==> config.mk <==
export PLATFORM = sky130hd
export DESIGN_NAME = layer6_out_pack
export DESIGN_NICKNAME = d
export VERILOG_FILES = /design/src/rtl/layer6_pkg.sv /design/src/rtl/stream_fifo2.sv /design/src/rtl/layer6_out_pack.sv
export SDC_FILE = /design/constraint.sdc
export NUM_CORES = 1
export LEC_CHECK = 0
export CORE_ASPECT_RATIO = 1.2
export CORE_UTILIZATION = 45
export DETAILED_ROUTE_END_ITERATION = 8
export GPL_TIMING_DRIVEN = 1
export PLACE_DENSITY_LB_ADDON = 0.25
export REMOVE_ABC_BUFFERS = 1
export SKIP_CTS_REPAIR_TIMING = 1
export SYNTH_ARGS = -nofsm -noshare
export SYNTH_HDL_FRONTEND = slang
export SYNTH_SLANG_ARGS = --single-unit
==> constraint.sdc <==
create_clock -name ap_clk -period 3.7 [get_ports ap_clk]
set_clock_uncertainty 0.15 [all_clocks]
set_input_delay 0.37 -clock ap_clk [delete_from_list [all_inputs] [get_ports ap_clk]]
set_output_delay 0.37 -clock ap_clk [all_outputs]
set_load 0.1 [all_outputs]
==> src/rtl/layer6_pkg.sv <==
// Shared types and constants for the Layer6 output stages.
package layer6_pkg;

  localparam int unsigned L6_ACT_W     = 8;
  localparam int unsigned L6_PACK      = 4;
  localparam int unsigned L6_FRAME_LEN = 200704;

  typedef struct packed {
    logic [L6_ACT_W*L6_PACK-1:0] data;
    logic [L6_PACK-1:0]          keep;
    logic                        last;
  } l6_word_t;

endpackage

==> src/rtl/stream_fifo2.sv <==
// Generic 2-entry valid/ready FIFO with registered outputs.
// Input ready depends only on occupancy, never on the output ready.
module stream_fifo2 #(
  parameter int unsigned Width = 8
) (
  input  logic             clk_i,
  input  logic             rst_ni,
  input  logic [Width-1:0] in_data_i,
  input  logic             in_valid_i,
  output logic             in_ready_o,
  output logic [Width-1:0] out_data_o,
  output logic             out_valid_o,
  input  logic             out_ready_i
);

  logic [Width-1:0] head_q, head_d;
  logic [Width-1:0] tail_q, tail_d;
  logic [1:0]       cnt_q, cnt_d;
  logic             push, pop;

  assign in_ready_o  = (cnt_q != 2'd2);
  assign out_valid_o = (cnt_q != 2'd0);
  assign out_data_o  = head_q;
  assign push        = in_valid_i && in_ready_o;
  assign pop         = out_valid_o && out_ready_i;

  always_comb begin
    head_d = head_q;
    tail_d = tail_q;
    cnt_d  = cnt_q;
    case ({push, pop})
      2'b10: begin
        if (cnt_q == 2'd0) head_d = in_data_i;
        else               tail_d = in_data_i;
        cnt_d = cnt_q + 2'd1;
      end
      2'b01: begin
        // Clear the head when draining to empty so idle outputs read as zero.
        head_d = (cnt_q == 2'd2) ? tail_q : '0;
        cnt_d  = cnt_q - 2'd1;
      end
      2'b11: begin
        if (cnt_q == 2'd1) begin
          head_d = in_data_i;
        end else begin
          head_d = tail_q;
          tail_d = in_data_i;
        end
      end
      default: ;
    endcase
  end

  always_ff @(posedge clk_i) begin
    if (!rst_ni) begin
      head_q <= '0;
      tail_q <= '0;
      cnt_q  <= 2'd0;
    end else begin
      head_q <= head_d;
      tail_q <= tail_d;
      cnt_q  <= cnt_d;
    end
  end

endmodule

==> src/rtl/layer6_out_pack.sv <==
// Packs PACK activations per output word, marks frame ends with TLAST/TKEEP
// and buffers two words to decouple DMA back-pressure from the Layer6 PE.
module layer6_out_pack
  import layer6_pkg::*;
#(
  parameter int unsigned DWIDTH_IN = L6_ACT_W,
  parameter int unsigned PACK      = L6_PACK,
  parameter int unsigned FRAME_LEN = L6_FRAME_LEN,
  parameter int unsigned CNT_W     = 20
) (
  input  logic                      ap_clk,
  input  logic                      ap_rst_n,
  input  logic [DWIDTH_IN-1:0]      reluRes_V_V_TDATA,
  input  logic                      reluRes_V_V_TVALID,
  output logic                      reluRes_V_V_TREADY,
  output logic [DWIDTH_IN*PACK-1:0] OutDMA_V_V_TDATA,
  output logic [PACK-1:0]           OutDMA_V_V_TKEEP,
  output logic                      OutDMA_V_V_TLAST,
  output logic                      OutDMA_V_V_TVALID,
  input  logic                      OutDMA_V_V_TREADY,
  output logic                      FrameDone
);

  localparam int unsigned OutW  = DWIDTH_IN * PACK;
  localparam int unsigned LaneW = (PACK > 1) ? $clog2(PACK) : 1;

  logic             rst_n_q;
  logic [LaneW-1:0] lane_q, lane_d;
  logic [CNT_W-1:0] act_q, act_d;
  logic [OutW-1:0]  data_q, data_d, pack_data;
  logic [PACK-1:0]  keep_q, keep_d, pack_keep;
  logic             frame_done_q;
  logic             in_accept, frame_end, word_done, fifo_ready, out_valid;
  l6_word_t         push_word, head_word;

  // Ready is held low for the first cycle after reset release.
  assign reluRes_V_V_TREADY = rst_n_q && fifo_ready;
  assign in_accept          = reluRes_V_V_TVALID && reluRes_V_V_TREADY;
  assign frame_end          = (act_q == CNT_W'(FRAME_LEN - 1));
  assign word_done          = (lane_q == LaneW'(PACK - 1)) || frame_end;

  always_comb begin
    pack_data = data_q;
    pack_keep = keep_q;
    for (int i = 0; i < PACK; i++) begin
      if (lane_q == LaneW'(i)) begin
        pack_data[i*DWIDTH_IN +: DWIDTH_IN] = reluRes_V_V_TDATA;
        pack_keep[i]                        = 1'b1;
      end
    end
  end

  always_comb begin
    lane_d = lane_q;
    act_d  = act_q;
    data_d = data_q;
    keep_d = keep_q;
    if (in_accept) begin
      act_d = frame_end ? '0 : act_q + CNT_W'(1);
      if (word_done) begin
        lane_d = '0;
        data_d = '0;
        keep_d = '0;
      end else begin
        lane_d = lane_q + LaneW'(1);
        data_d = pack_data;
        keep_d = pack_keep;
      end
    end
  end

  always_comb begin
    push_word      = '0;
    push_word.data = pack_data;
    push_word.keep = pack_keep;
    push_word.last = frame_end;
  end

  stream_fifo2 #(
    .Width($bits(l6_word_t))
  ) u_out_fifo (
    .clk_i      (ap_clk),
    .rst_ni     (ap_rst_n),
    .in_data_i  (push_word),
    .in_valid_i (in_accept && word_done),
    .in_ready_o (fifo_ready),
    .out_data_o (head_word),
    .out_valid_o(out_valid),
    .out_ready_i(OutDMA_V_V_TREADY)
  );

  assign OutDMA_V_V_TDATA  = head_word.data;
  assign OutDMA_V_V_TKEEP  = head_word.keep;
  assign OutDMA_V_V_TLAST  = head_word.last;
  assign OutDMA_V_V_TVALID = out_valid;
  assign FrameDone         = frame_done_q;

  always_ff @(posedge ap_clk) begin
    if (!ap_rst_n) begin
      rst_n_q      <= 1'b0;
      lane_q       <= '0;
      act_q        <= '0;
      data_q       <= '0;
      keep_q       <= '0;
      frame_done_q <= 1'b0;
    end else begin
      rst_n_q      <= 1'b1;
      lane_q       <= lane_d;
      act_q        <= act_d;
      data_q       <= data_d;
      keep_q       <= keep_d;
      frame_done_q <= out_valid && OutDMA_V_V_TREADY && head_word.last;
    end
  end

endmodule

==> impl_table.tex, run 1 <==
\begin{tabular}{lr}
\hline
Metric & Value \\
\hline
\multicolumn{2}{l}{\textbf{Placed design}} \\
\quad Post-placement worst setup slack & 640.9 ps \\
\quad RD Place Congestion & 0.7706 \\
\quad Count of port buffers added during placement & 51 \\
\quad Inst Count DP & 936 \\
\quad Post-detailed-placement half-perimeter wirelength & 9397 microns \\
\quad Post-Place Cell Area & 6982 sq um \\
\multicolumn{2}{l}{\textbf{Timing}} \\
\quad Highest achievable clock rate & 321.2 MHz \\
\quad Shortest clock period the worst path allows after layout & 3113 ps \\
\quad Fin crit share & 84.14\% \\
\quad Worst path setup slack after routing & 586.8 ps \\
\quad Final Hold Violating Endpoints & 0 \\
\quad Worst-case hold slack & 272.8 ps \\
\quad RSZ-0062 raised after global routing & false \\
\quad Max-slew headroom & 34.98\% \\
\quad Fin Setup TNS & 0 ps \\
\quad Slew at the pin closest to its max-slew limit & 972.3 ps \\
\quad Max-slew violation total from the final report & 0 \\
\quad Final setup vio count & 0 \\
\multicolumn{2}{l}{\textbf{Global routing}} \\
\quad Number of antenna violations at the first check in global routing & 0 \\
\quad Pin count of the biggest net entering global routing & 73 \\
\quad Vias in the first global route & 5189 \\
\quad Total global routing overflow & 0 \\
\quad GR Util met3 & 4.123\% \\
\quad GRT Total Usage & 20.36\% \\
\quad Global Route met1 Usage & 23.17\% \\
\quad Global-route wire length before repair & 24120 microns \\
\quad Layer with the highest usage & met2 \\
\quad Met2 track demand over resource & 35.95\% \\
\multicolumn{2}{l}{\textbf{Clocking}} \\
\quad Number of buffers inserted during clock tree synthesis & 17 \\
\quad Clock tree root buffer cell & sky130\_fd\_sc\_hd\_\_clkbuf\_16 \\
\quad Clock Latency Late Sink & 420 ps \\
\quad Largest buffer count on any clock path & 2 \\
\quad TritonCTS Sinks & 136 \\
\quad CTS clk-pin slew, worst paths & 60 ps \\
\quad Maximum level of the CTS H-tree & 4 \\
\quad Clock tree from TritonCTS & yes \\
\multicolumn{2}{l}{\textbf{Yosys}} \\
\quad Yosys reg bits & 136 \\
\quad Distinct cells, synth & 42 \\
\quad Average cell area after synthesis & 8.419 sq um \\
\quad Yosys synthesis warning count & 0 \\
\quad Share of synthesized flip-flops with an asynchronous set or reset & 0\% \\
\quad Number of enable-type register cells in the synthesized netlist & 0 \\
\quad Mapped Cells & 762 \\
\quad Synthesized cell area & 6415 sq um \\
\quad Sequential area share after synthesis & 42.44\% \\
\quad Primary flip-flop cell chosen by synthesis mapping & sky130\_fd\_sc\_hd\_\_dfxtp\_1 \\
\multicolumn{2}{l}{\textbf{Power and ir drop}} \\
\quad Net load switching power & 728.2 uW \\
\quad Clock network fraction of total power & 49.2\% \\
\quad Power per cell area & 433.3 nW/um\^{}2 \\
\quad Sequential power share & 45.5\% \\
\quad Switching power as a share of total power & 22.26\% \\
\quad Design Power & 3.271 mW \\
\quad Static Leak & 3.175 nW \\
\quad Internal power component & 2.543 mW \\
\quad Worst IR Drop VDD & 214.7 uV \\
\quad Combinational power share & 5.3\% \\
\multicolumn{2}{l}{\textbf{Setup path}} \\
\quad Data arrival time at the worst-slack endpoint & 3310 ps \\
\quad Max FO, Critical Path & 37 \\
\quad Slowest CP cell & sky130\_fd\_sc\_hd\_\_or4\_1 \\
\quad Kind of cell with the highest combined delay on the critical path & simple AND/OR/NAND/NOR gates \\
\quad Minimum setup slack among reg-to-reg paths & 590 ps \\
\quad Required time of the worst setup path & 3900 ps \\
\quad Worst setup SP type & flop \\
\quad Most frequent cell on the critical path & sky130\_fd\_sc\_hd\_\_or4\_1 \\
\quad List of cells traversed by the critical path & or4\_1 > or4\_1 > o21a\_1 > inv\_1 > ha\_1 > nand2b\_1 > buf\_4 > a211oi\_1 > o21ai\_0 > mux2i\_1 \\
\quad Worst path buffer plus inverter count & 2 \\
\quad Slowest stage delay, CP & 550 ps \\
\quad Startpoint-to-endpoint class of the critical path & flop to flop \\
\quad CP endpoint kind & flop \\
\multicolumn{2}{l}{\textbf{Drt}} \\
\quad Routed len/inst & 15.17 microns \\
\quad Total number of vias & 5383 \\
\quad Length of the first detailed-routing pass in iterations & 7 \\
\quad Total detailed-routing wirelength & 14670 microns \\
\quad DRC Markers & 4 \\
\quad Post-DR vias/cell & 5.567 \\
\quad Remaining antenna violation count & 0 \\
\quad Iter 0 DRT Violations & 286 \\
\multicolumn{2}{l}{\textbf{Die}} \\
\quad Site Rows & 47 \\
\quad Die width & 111.0 microns \\
\quad Core region area & 13880 sq um \\
\quad Top Ports & 52 \\
\quad Vert. Die Dim & 132.8 microns \\
\quad Floorplan die area & 14740 sq um \\
\quad Initial standard-cell utilization of the core & 46.22\% \\
\multicolumn{2}{l}{\textbf{Cells and area}} \\
\quad Fraction of final layout cells sized beyond drive strength 1 & 6.281\% \\
\quad Final design instance area without fill & 7550 sq um \\
\quad Leading cell types in the layout, fill and taps excluded & sky130\_fd\_sc\_hd\_\_dfxtp\_1, sky130\_fd\_sc\_hd\_\_nand2\_1, sky130\_fd\_sc\_hd\_\_a21oi\_1 \\
\quad Final instance count without filler cells & 967 \\
\quad Final \#Nets & 807 \\
\quad Final cell utilization of the core & 54.40\% \\
\quad Commonest non-fill, non-tap cell in the layout & sky130\_fd\_sc\_hd\_\_dfxtp\_1 \\
\quad ANT cells & 0 \\
\quad P\&R area growth vs syn & 17.69\% \\
\multicolumn{2}{l}{\textbf{Job}} \\
\quad Total of max-cap violations & 0 \\
\multicolumn{2}{l}{\textbf{Run status}} \\
\quad Status & finished, violations left \\
\quad Violations in the final reports & design-rule violations \\
\multicolumn{2}{l}{\textbf{Worst hold path}} \\
\quad Class of the tightest hold or removal check & primary input to flop \\
\hline
\end{tabular}
power groups by stage:
stage	combinational, mW	sequential, mW	clock (mW)
after floorplan	0.0973	1.52	0
after global placement	0.168	1.52	0
after detailed placement	0.173	1.52	0
after CTS	0.173	1.49	1.64
after global routing	0.188	1.49	1.71
final	0.173	1.49	1.61
sequential cells by signal (all words and copies together), names as in the netlist:
register               flops
u_out_fifo.out_data_o     37
act_q                     20
rst_n_q                    1
keep_q                     4
lane_q                     2
FrameDone                  1
u_out_fifo.cnt_q           2
data_q                    32
u_out_fifo.tail_q         37
layer usage:
layer	wire (microns)	share of wire [%]
met1	6479	44
met2	7363	50
met3	475	3.2
met4	351	2.4
met5	0	0
area by class of cell:
type                    instances  area, sq um
fillers                      1244         6329
multi-input cells             509         3218
flip-flops and latches        136         2723
repair buffers                 65        620.6
clock buffers                  23        498.0
well taps                     171        214.0
inverters                      55        206.4
clock inverters                 8        70.07
synthesized netlist by cell type (11+ instances only):
cell type / number / area share, %
sky130_fd_sc_hd__mux2i_1: 68 / 11
sky130_fd_sc_hd__o211a_1: 38 / 5.9
sky130_fd_sc_hd__a21oi_1: 71 / 5.5
sky130_fd_sc_hd__a211oi_1: 36 / 4.2
sky130_fd_sc_hd__o21ai_0: 40 / 3.1
sky130_fd_sc_hd__nor2_1: 30 / 1.8
sky130_fd_sc_hd__nand2_1: 135 / 7.9
sky130_fd_sc_hd__xnor2_1: 12 / 1.6
sky130_fd_sc_hd__dfxtp_1: 136 / 42
sky130_fd_sc_hd__clkbuf_1: 47 / 2.8
sky130_fd_sc_hd__inv_1: 55 / 3.2
sky130_fd_sc_hd__ha_1: 11 / 2.1
path summary, 6_finish.rpt:
path | endpoint | depth (start not counted) | start
max | u_out_fifo.out_data_o[21] | 10 | act_q[12]
min | rst_n_q | 1 | ap_rst_n
max reg2reg | u_out_fifo.out_data_o[21] | 10 | act_q[12]
min reg2reg | data_q[24] | 2 | data_q[24]
logic make-up (layout without fill, tap and decap cells):
group	Yosys count	in the layout	share of synthesized area (%)
adder cells (fa/ha/maj)	11	11	2.145
buffers and inverters	117	151	7.412
flip-flops	136	136	42.44
XOR/XNOR	14	14	1.911
AND/OR/NAND/NOR	215	215	14.77
AO/OA/AOI/OAI	201	201	20.71
multiplexers	68	68	10.61
No activity file was read; power rests on OpenSTA's default activity.
==> run 2, diff against run 1 <==
- clock period: 3.7 -> 2.6 ns (I/O delays scaled with it)
==> impl_table.tex, run 2 (synthesis gave the netlist of run 1 again) <==
\begin{tabular}{lr}
\hline
Metric & Value \\
\hline
\multicolumn{2}{l}{\textbf{Run status}} \\
\quad Status & finished, violations left \\
\quad Violations in the final reports & design-rule violations, negative setup slack \\
\multicolumn{2}{l}{\textbf{Power and ir drop}} \\
\quad Worst IR Drop VDD & 324.1 uV \\
\quad Switching power as a share of total power & 23.23\% \\
\quad Net load switching power & 1.095 mW \\
\quad Static Leak & 3.466 nW \\
\quad Combinational power share & 5.5\% \\
\quad Power per cell area & 598.3 nW/um\^{}2 \\
\quad Sequential power share & 44.9\% \\
\quad Internal power component & 3.617 mW \\
\quad Clock network fraction of total power & 49.5\% \\
\multicolumn{2}{l}{\textbf{Timing}} \\
\quad Slew at the pin closest to its max-slew limit & 579.3 ps \\
\quad Max-slew headroom & 61.38\% \\
\quad Fin crit share & 106.4\% \\
\quad Shortest clock period the worst path allows after layout & 2766 ps \\
\quad Worst path setup slack after routing & -165.5 ps \\
\quad Fin Setup TNS & -6914 ps \\
\quad Final Hold Violating Endpoints & 0 \\
\quad Final setup vio count & 74 \\
\quad Highest achievable clock rate & 361.6 MHz \\
\quad Max-slew violation total from the final report & 0 \\
\quad RSZ-0062 raised after global routing & true \\
\multicolumn{2}{l}{\textbf{Cells and area}} \\
\quad P\&R area growth vs syn & 22.76\% \\
\quad Fraction of final layout cells sized beyond drive strength 1 & 16.06\% \\
\quad Final \#Nets & 833 \\
\quad Final design instance area without fill & 7875 sq um \\
\quad Leading cell types in the layout, fill and taps excluded & sky130\_fd\_sc\_hd\_\_dfxtp\_1, sky130\_fd\_sc\_hd\_\_nand2\_1, sky130\_fd\_sc\_hd\_\_a21oi\_1 \\
\quad Commonest non-fill, non-tap cell in the layout & sky130\_fd\_sc\_hd\_\_dfxtp\_1 \\
\quad ANT cells & 0 \\
\multicolumn{2}{l}{\textbf{Die}} \\
\quad Initial standard-cell utilization of the core & 46.22\% \\
\quad Floorplan die area & 14740 sq um \\
\quad Die width & 111.0 microns \\
\quad Vert. Die Dim & 132.8 microns \\
\quad Core region area & 13880 sq um \\
\quad Site Rows & 47 \\
\quad Top Ports & 52 \\
\multicolumn{2}{l}{\textbf{Placed design}} \\
\quad Count of port buffers added during placement & 51 \\
\quad Post-Place Cell Area & 7127 sq um \\
\quad Post-detailed-placement half-perimeter wirelength & 9657 microns \\
\quad RD Place Congestion & 0.8107 \\
\multicolumn{2}{l}{\textbf{Setup path}} \\
\quad Required time of the worst setup path & 2790 ps \\
\quad Endpoint of the lowest-slack register-to-register path & u\_out\_fifo.out\_data\_o[32] \\
\quad Startpoint-to-endpoint class of the critical path & flop to flop \\
\quad Minimum setup slack among reg-to-reg paths & -170 ps \\
\quad CP endpoint kind & flop \\
\quad Data arrival time at the worst-slack endpoint & 2960 ps \\
\quad R2R depth & 10 \\
\quad Beginning of the worst register-to-register path & act\_q[19] \\
\quad Max FO, Critical Path & 19 \\
\quad Worst setup SP type & flop \\
\multicolumn{2}{l}{\textbf{Drt}} \\
\quad Total detailed-routing wirelength & 15890 microns \\
\quad Length of the first detailed-routing pass in iterations & 7 \\
\quad Routed len/inst & 16.01 microns \\
\quad Remaining antenna violation count & 0 \\
\quad DRC Markers & 4 \\
\quad Total number of vias & 5481 \\
\quad Post-DR vias/cell & 5.520 \\
\quad Iter 0 DRT Violations & 262 \\
\multicolumn{2}{l}{\textbf{Global routing}} \\
\quad Vias in the first global route & 5086 \\
\quad Global-route wire length before repair & 24870 microns \\
\quad GRT Total Usage & 21.31\% \\
\quad Pin count of the biggest net entering global routing & 55 \\
\quad Number of antenna violations at the first check in global routing & 0 \\
\quad Total global routing overflow & 0 \\
\multicolumn{2}{l}{\textbf{Job}} \\
\quad Total of max-cap violations & 0 \\
\multicolumn{2}{l}{\textbf{Worst hold path}} \\
\quad WHS Path Cells & 1 \\
\quad Worst Hold End & rst\_n\_q \\
\quad Worst Hold Launch & ap\_rst\_n \\
\quad Class of the tightest hold or removal check & primary input to flop \\
\multicolumn{2}{l}{\textbf{Clocking}} \\
\quad Number of buffers inserted during clock tree synthesis & 17 \\
\quad Maximum level of the CTS H-tree & 4 \\
\quad TritonCTS Sinks & 136 \\
\quad Clock tree root buffer cell & sky130\_fd\_sc\_hd\_\_clkbuf\_16 \\
\quad Clock tree from TritonCTS & yes \\
\quad Clock Latency Late Sink & 420 ps \\
\quad Largest buffer count on any clock path & 2 \\
\quad CTS clk-pin slew, worst paths & 60 ps \\
\hline
\end{tabular}
run 2: cell types whose count changed in the layout (fill, tap and decap cells not counted), sizes merged:
cell           previous run  this run
clkinvlp                  2         1
clkbuf                   23        24
clkdlybuf4s50            48        10
buf                      17        79
inv                      55        57
run 2: worst max-delay path by stage:
stage / from / endpoint / slack, ps
2_1_floorplan: u_out_fifo.cnt_q[0] / u_out_fifo.tail_q[0] / -2320
3_3_place_gp: act_q[19] / u_out_fifo.out_data_o[33] / -190
3_5_place_dp: act_q[19] / u_out_fifo.out_data_o[4] / -230
4_1_cts: act_q[19] / u_out_fifo.out_data_o[4] / -250
5_1_grt: act_q[19] / u_out_fifo.out_data_o[27] / -240
6_report: act_q[19] / u_out_fifo.out_data_o[32] / -170
run 2: power by group through the flow:
| stage | Sequential [mW] | Combinational (mW) | Clock, mW |
|---|---|---|---|
| floorplan | 2.17 | 0.138 | 0 |
| global placement | 2.16 | 0.253 | 0 |
| detailed placement | 2.16 | 0.257 | 0 |
| CTS | 2.12 | 0.258 | 2.36 |
| global route | 2.12 | 0.284 | 2.47 |
| finish | 2.12 | 0.261 | 2.33 |
run 2: metal layers:
layer	track usage [%]	up-vias	routed length [microns]
met5	0	-	0
met4	7.002	0	271
met3	5.589	21	785
met2	37.00	120	7904
met1	25.50	2614	6932
li1	-	2726	-
run 2: layout make-up:
type / count / area [sq um]
fillers: 1213 / 6003
multi-input cells: 509 / 3309
flip-flops and latches: 136 / 2724
repair buffers: 91 / 845.8
clock buffers: 22 / 484.2
well taps: 171 / 214.0
inverters: 55 / 206.4
clock inverters: 9 / 91.34
run 2: metrics by stage:
stage	hold WS (ps)	utilization [%]	setup slack (ps)	cells	power [mW]
finish	53.20	56.74	-165.5	993	4.712
detailed placement	270.6	51.35	-229.2	958	2.420
floorplan	137.7	-	-2323	700	2.306
global route	54.43	56.74	-238.8	993	4.870
CTS	32.98	55.50	-245.7	989	4.739
global placement	263.9	51.35	-188.0	958	2.415
run 2: worst max-delay path: stages, from the launching register on:
cell	delay [ps]
sky130_fd_sc_hd__dfxtp_2	320
sky130_fd_sc_hd__or4_4	530
sky130_fd_sc_hd__or4_4	440
sky130_fd_sc_hd__o21a_1	210
sky130_fd_sc_hd__inv_2	90
sky130_fd_sc_hd__ha_4	170
sky130_fd_sc_hd__nand2b_4	100
sky130_fd_sc_hd__buf_12	180
sky130_fd_sc_hd__a211oi_1	240
sky130_fd_sc_hd__o21ai_0	110
sky130_fd_sc_hd__mux2i_1	140
==> run 3, diff against run 2 <==
--- a/config.mk
+++ b/config.mk
@@ -7,3 +7,3 @@
 export LEC_CHECK = 0
-export CORE_ASPECT_RATIO = 1.2
+export CORE_ASPECT_RATIO = 0.7
 export CORE_UTILIZATION = 45
--- a/constraint.sdc
+++ b/constraint.sdc
@@ -4,2 +4,2 @@
 set_output_delay 0.26 -clock ap_clk [all_outputs]
-set_load 0.1 [all_outputs]
+set_load 0.005 [all_outputs]
==> impl_table.tex, run 3 (synthesis gave the netlist of run 1 again) <==
\begin{tabular}{lr}
\hline
Metric & Value \\
\hline
\multicolumn{2}{l}{\textbf{Run status}} \\
\quad Status & finished, violations left \\
\quad Violations in the final reports & negative setup slack \\
\multicolumn{2}{l}{\textbf{Drt}} \\
\quad Post-DR vias/cell & 5.563 \\
\quad Iter 0 DRT Violations & 399 \\
\quad Remaining antenna violation count & 0 \\
\quad Total detailed-routing wirelength & 17400 microns \\
\quad Total number of vias & 5674 \\
\quad Length of the first detailed-routing pass in iterations & 6 \\
\quad DRC Markers & 0 \\
\quad Routed len/inst & 17.05 microns \\
\multicolumn{2}{l}{\textbf{Die}} \\
\quad Core region area & 13920 sq um \\
\quad Site Rows & 36 \\
\quad Initial standard-cell utilization of the core & 46.09\% \\
\quad Die width & 144.7 microns \\
\quad Top Ports & 52 \\
\quad Floorplan die area & 14740 sq um \\
\quad Vert. Die Dim & 101.9 microns \\
\multicolumn{2}{l}{\textbf{Global routing}} \\
\quad Pin count of the biggest net entering global routing & 57 \\
\quad Total global routing overflow & 0 \\
\quad Vias in the first global route & 5208 \\
\quad GRT Total Usage & 23.04\% \\
\quad Global-route wire length before repair & 26100 microns \\
\quad Number of antenna violations at the first check in global routing & 0 \\
\multicolumn{2}{l}{\textbf{Placed design}} \\
\quad Inst Count DP & 984 \\
\quad Post-placement worst setup slack & -234.4 ps \\
\quad Post-detailed-placement half-perimeter wirelength & 10520 microns \\
\quad Post-Place Cell Area & 7328 sq um \\
\quad Count of port buffers added during placement & 51 \\
\quad RD Place Congestion & 0.7989 \\
\multicolumn{2}{l}{\textbf{Power and ir drop}} \\
\quad Worst IR Drop VDD & 511.1 uV \\
\quad Sequential power share & 42.8\% \\
\quad Switching power as a share of total power & 21.98\% \\
\quad Clock network fraction of total power & 51.9\% \\
\quad Net load switching power & 1.087 mW \\
\quad Static Leak & 3.472 nW \\
\quad Internal power component & 3.860 mW \\
\quad Power per cell area & 601.2 nW/um\^{}2 \\
\quad Combinational power share & 5.2\% \\
\quad Design Power & 4.947 mW \\
\multicolumn{2}{l}{\textbf{Setup path}} \\
\quad Startpoint-to-endpoint class of the critical path & flop to flop \\
\quad Slowest stage delay, CP & 520 ps \\
\quad CP endpoint kind & flop \\
\quad Slowest CP cell & sky130\_fd\_sc\_hd\_\_or4\_4 \\
\quad Minimum setup slack among reg-to-reg paths & -200 ps \\
\quad Worst Setup SP & act\_q[19] \\
\quad Required time of the worst setup path & 2750 ps \\
\quad Max FO, Critical Path & 32 \\
\quad Beginning of the worst register-to-register path & act\_q[19] \\
\quad Worst setup SP type & flop \\
\quad List of cells traversed by the critical path & or4\_4 > or4\_4 > o21a\_1 > inv\_2 > ha\_1 > nand2\_1 > o211a\_4 > buf\_12 > o211a\_1 \\
\quad Most frequent cell on the critical path & sky130\_fd\_sc\_hd\_\_or4\_4 \\
\quad Data arrival time at the worst-slack endpoint & 2950 ps \\
\multicolumn{2}{l}{\textbf{Clocking}} \\
\quad Clock tree from TritonCTS & yes \\
\quad TritonCTS Sinks & 136 \\
\quad Number of buffers inserted during clock tree synthesis & 17 \\
\quad Clock Latency Late Sink & 410 ps \\
\quad Maximum level of the CTS H-tree & 4 \\
\quad Largest buffer count on any clock path & 2 \\
\quad CTS clk-pin slew, worst paths & 60 ps \\
\quad Clock tree root buffer cell & sky130\_fd\_sc\_hd\_\_clkbuf\_16 \\
\multicolumn{2}{l}{\textbf{Cells and area}} \\
\quad P\&R area growth vs syn & 28.26\% \\
\quad Fraction of final layout cells sized beyond drive strength 1 & 13.73\% \\
\quad Commonest non-fill, non-tap cell in the layout & sky130\_fd\_sc\_hd\_\_dfxtp\_1 \\
\quad Final instance count without filler cells & 1020 \\
\quad Number of fill cells in the layout & 1156 \\
\quad Multi-input logic area & 3387 sq um \\
\quad Final design instance area without fill & 8228 sq um \\
\quad Final \#Nets & 840 \\
\quad Sequential cell area & 2724 sq um \\
\quad Leading cell types in the layout, fill and taps excluded & sky130\_fd\_sc\_hd\_\_dfxtp\_1, sky130\_fd\_sc\_hd\_\_nand2\_1, sky130\_fd\_sc\_hd\_\_a21oi\_1 \\
\quad ANT cells & 0 \\
\multicolumn{2}{l}{\textbf{Timing}} \\
\quad RSZ-0062 raised after global routing & true \\
\quad Fin crit share & 107.7\% \\
\quad Max-slew headroom & 60.03\% \\
\quad Max-slew violation total from the final report & 0 \\
\quad Highest achievable clock rate & 357.0 MHz \\
\quad Worst path setup slack after routing & -201.5 ps \\
\quad Final Hold Violating Endpoints & 0 \\
\quad Final setup vio count & 74 \\
\quad Shortest clock period the worst path allows after layout & 2801 ps \\
\quad Slew at the pin closest to its max-slew limit & 599.6 ps \\
\multicolumn{2}{l}{\textbf{Job}} \\
\quad Total of max-cap violations & 0 \\
\multicolumn{2}{l}{\textbf{Worst hold path}} \\
\quad Worst Hold Launch & ap\_rst\_n \\
\quad Class of the tightest hold or removal check & primary input to flop \\
\hline
\end{tabular}
[run 3: changes by cell type in the layout (fill, tap and decap cells not counted), moves of 2 or more]
cell,before,now
sky130_fd_sc_hd__a211oi_1,27,14
sky130_fd_sc_hd__buf_4,69,33
sky130_fd_sc_hd__o21ai_1,16,26
sky130_fd_sc_hd__clkdlybuf4s50_1,10,50
sky130_fd_sc_hd__a21oi_2,0,2
sky130_fd_sc_hd__buf_12,7,9
sky130_fd_sc_hd__a211oi_2,9,22
sky130_fd_sc_hd__clkbuf_8,4,2
sky130_fd_sc_hd__bufinv_16,1,4
sky130_fd_sc_hd__o21ai_0,25,15
sky130_fd_sc_hd__a21oi_1,71,69
sky130_fd_sc_hd__inv_6,2,0
[run 3: per-stage QoR]
| stage | hold slack, ps | setup TNS [ps] | util [%] |
|---|---|---|---|
| finish | 154.7 | -10920 | 59.12 |
| detailed placement | 266.5 | -11800 | 52.65 |
| global placement | 263.1 | -6895 | 52.65 |
| global route | 170.9 | -17430 | 59.12 |
| floorplan | 137.7 | -169250 | - |
| CTS | 143.4 | -15670 | 57.19 |
[run 3: worst max-delay path, delay by kind of cell, from the launching register on]
kind | cells | cell delay (ps)
buffers and inverters | 2 | 270
and+or+nand+nor | 3 | 1060
adders and majority gates | 1 | 220
DFF | 1 | 320
AOI/OAI and AO/OA | 3 | 640
[run 3: cell type report]
| class | count | area share (%) |
|---|---|---|
| inverter | 55 | 2.509 |
| clock inverter | 11 | 2.083 |
| multi-input combinational | 509 | 41.16 |
| tap | 190 | 2.889 |
| clock buffer | 21 | 5.596 |
| timing repair buffer | 98 | 12.65 |
| sequential | 136 | 33.11 |
[run 3: final timing paths]
path,to,depth (start not counted)
max,u_out_fifo.tail_q[20],9
max reg2reg,u_out_fifo.tail_q[20],9
min,u_out_fifo.tail_q[6],2
min reg2reg,data_q[26],2
[run 3: power by group through the flow]
stage          logic, mW  clock network (mW)  registers (mW)
2_1_floorplan      0.132                   0            2.16
3_3_place_gp       0.241                   0            2.16
3_5_place_dp       0.248                   0            2.16
4_1_cts            0.251                2.60            2.12
5_1_grt            0.281                2.71            2.12
6_report           0.258                2.57            2.12
[run 3: layer usage]
metal / global-route usage, % / part of all wire [%] / vias to the layer above
met5: 0 / 0 / -
met4: 7.935 / 1.7 / 0
met3: 4.733 / 5.5 / 26
met2: 37.02 / 47 / 188
met1: 30.90 / 46 / 2720
li1: - / - / 2740
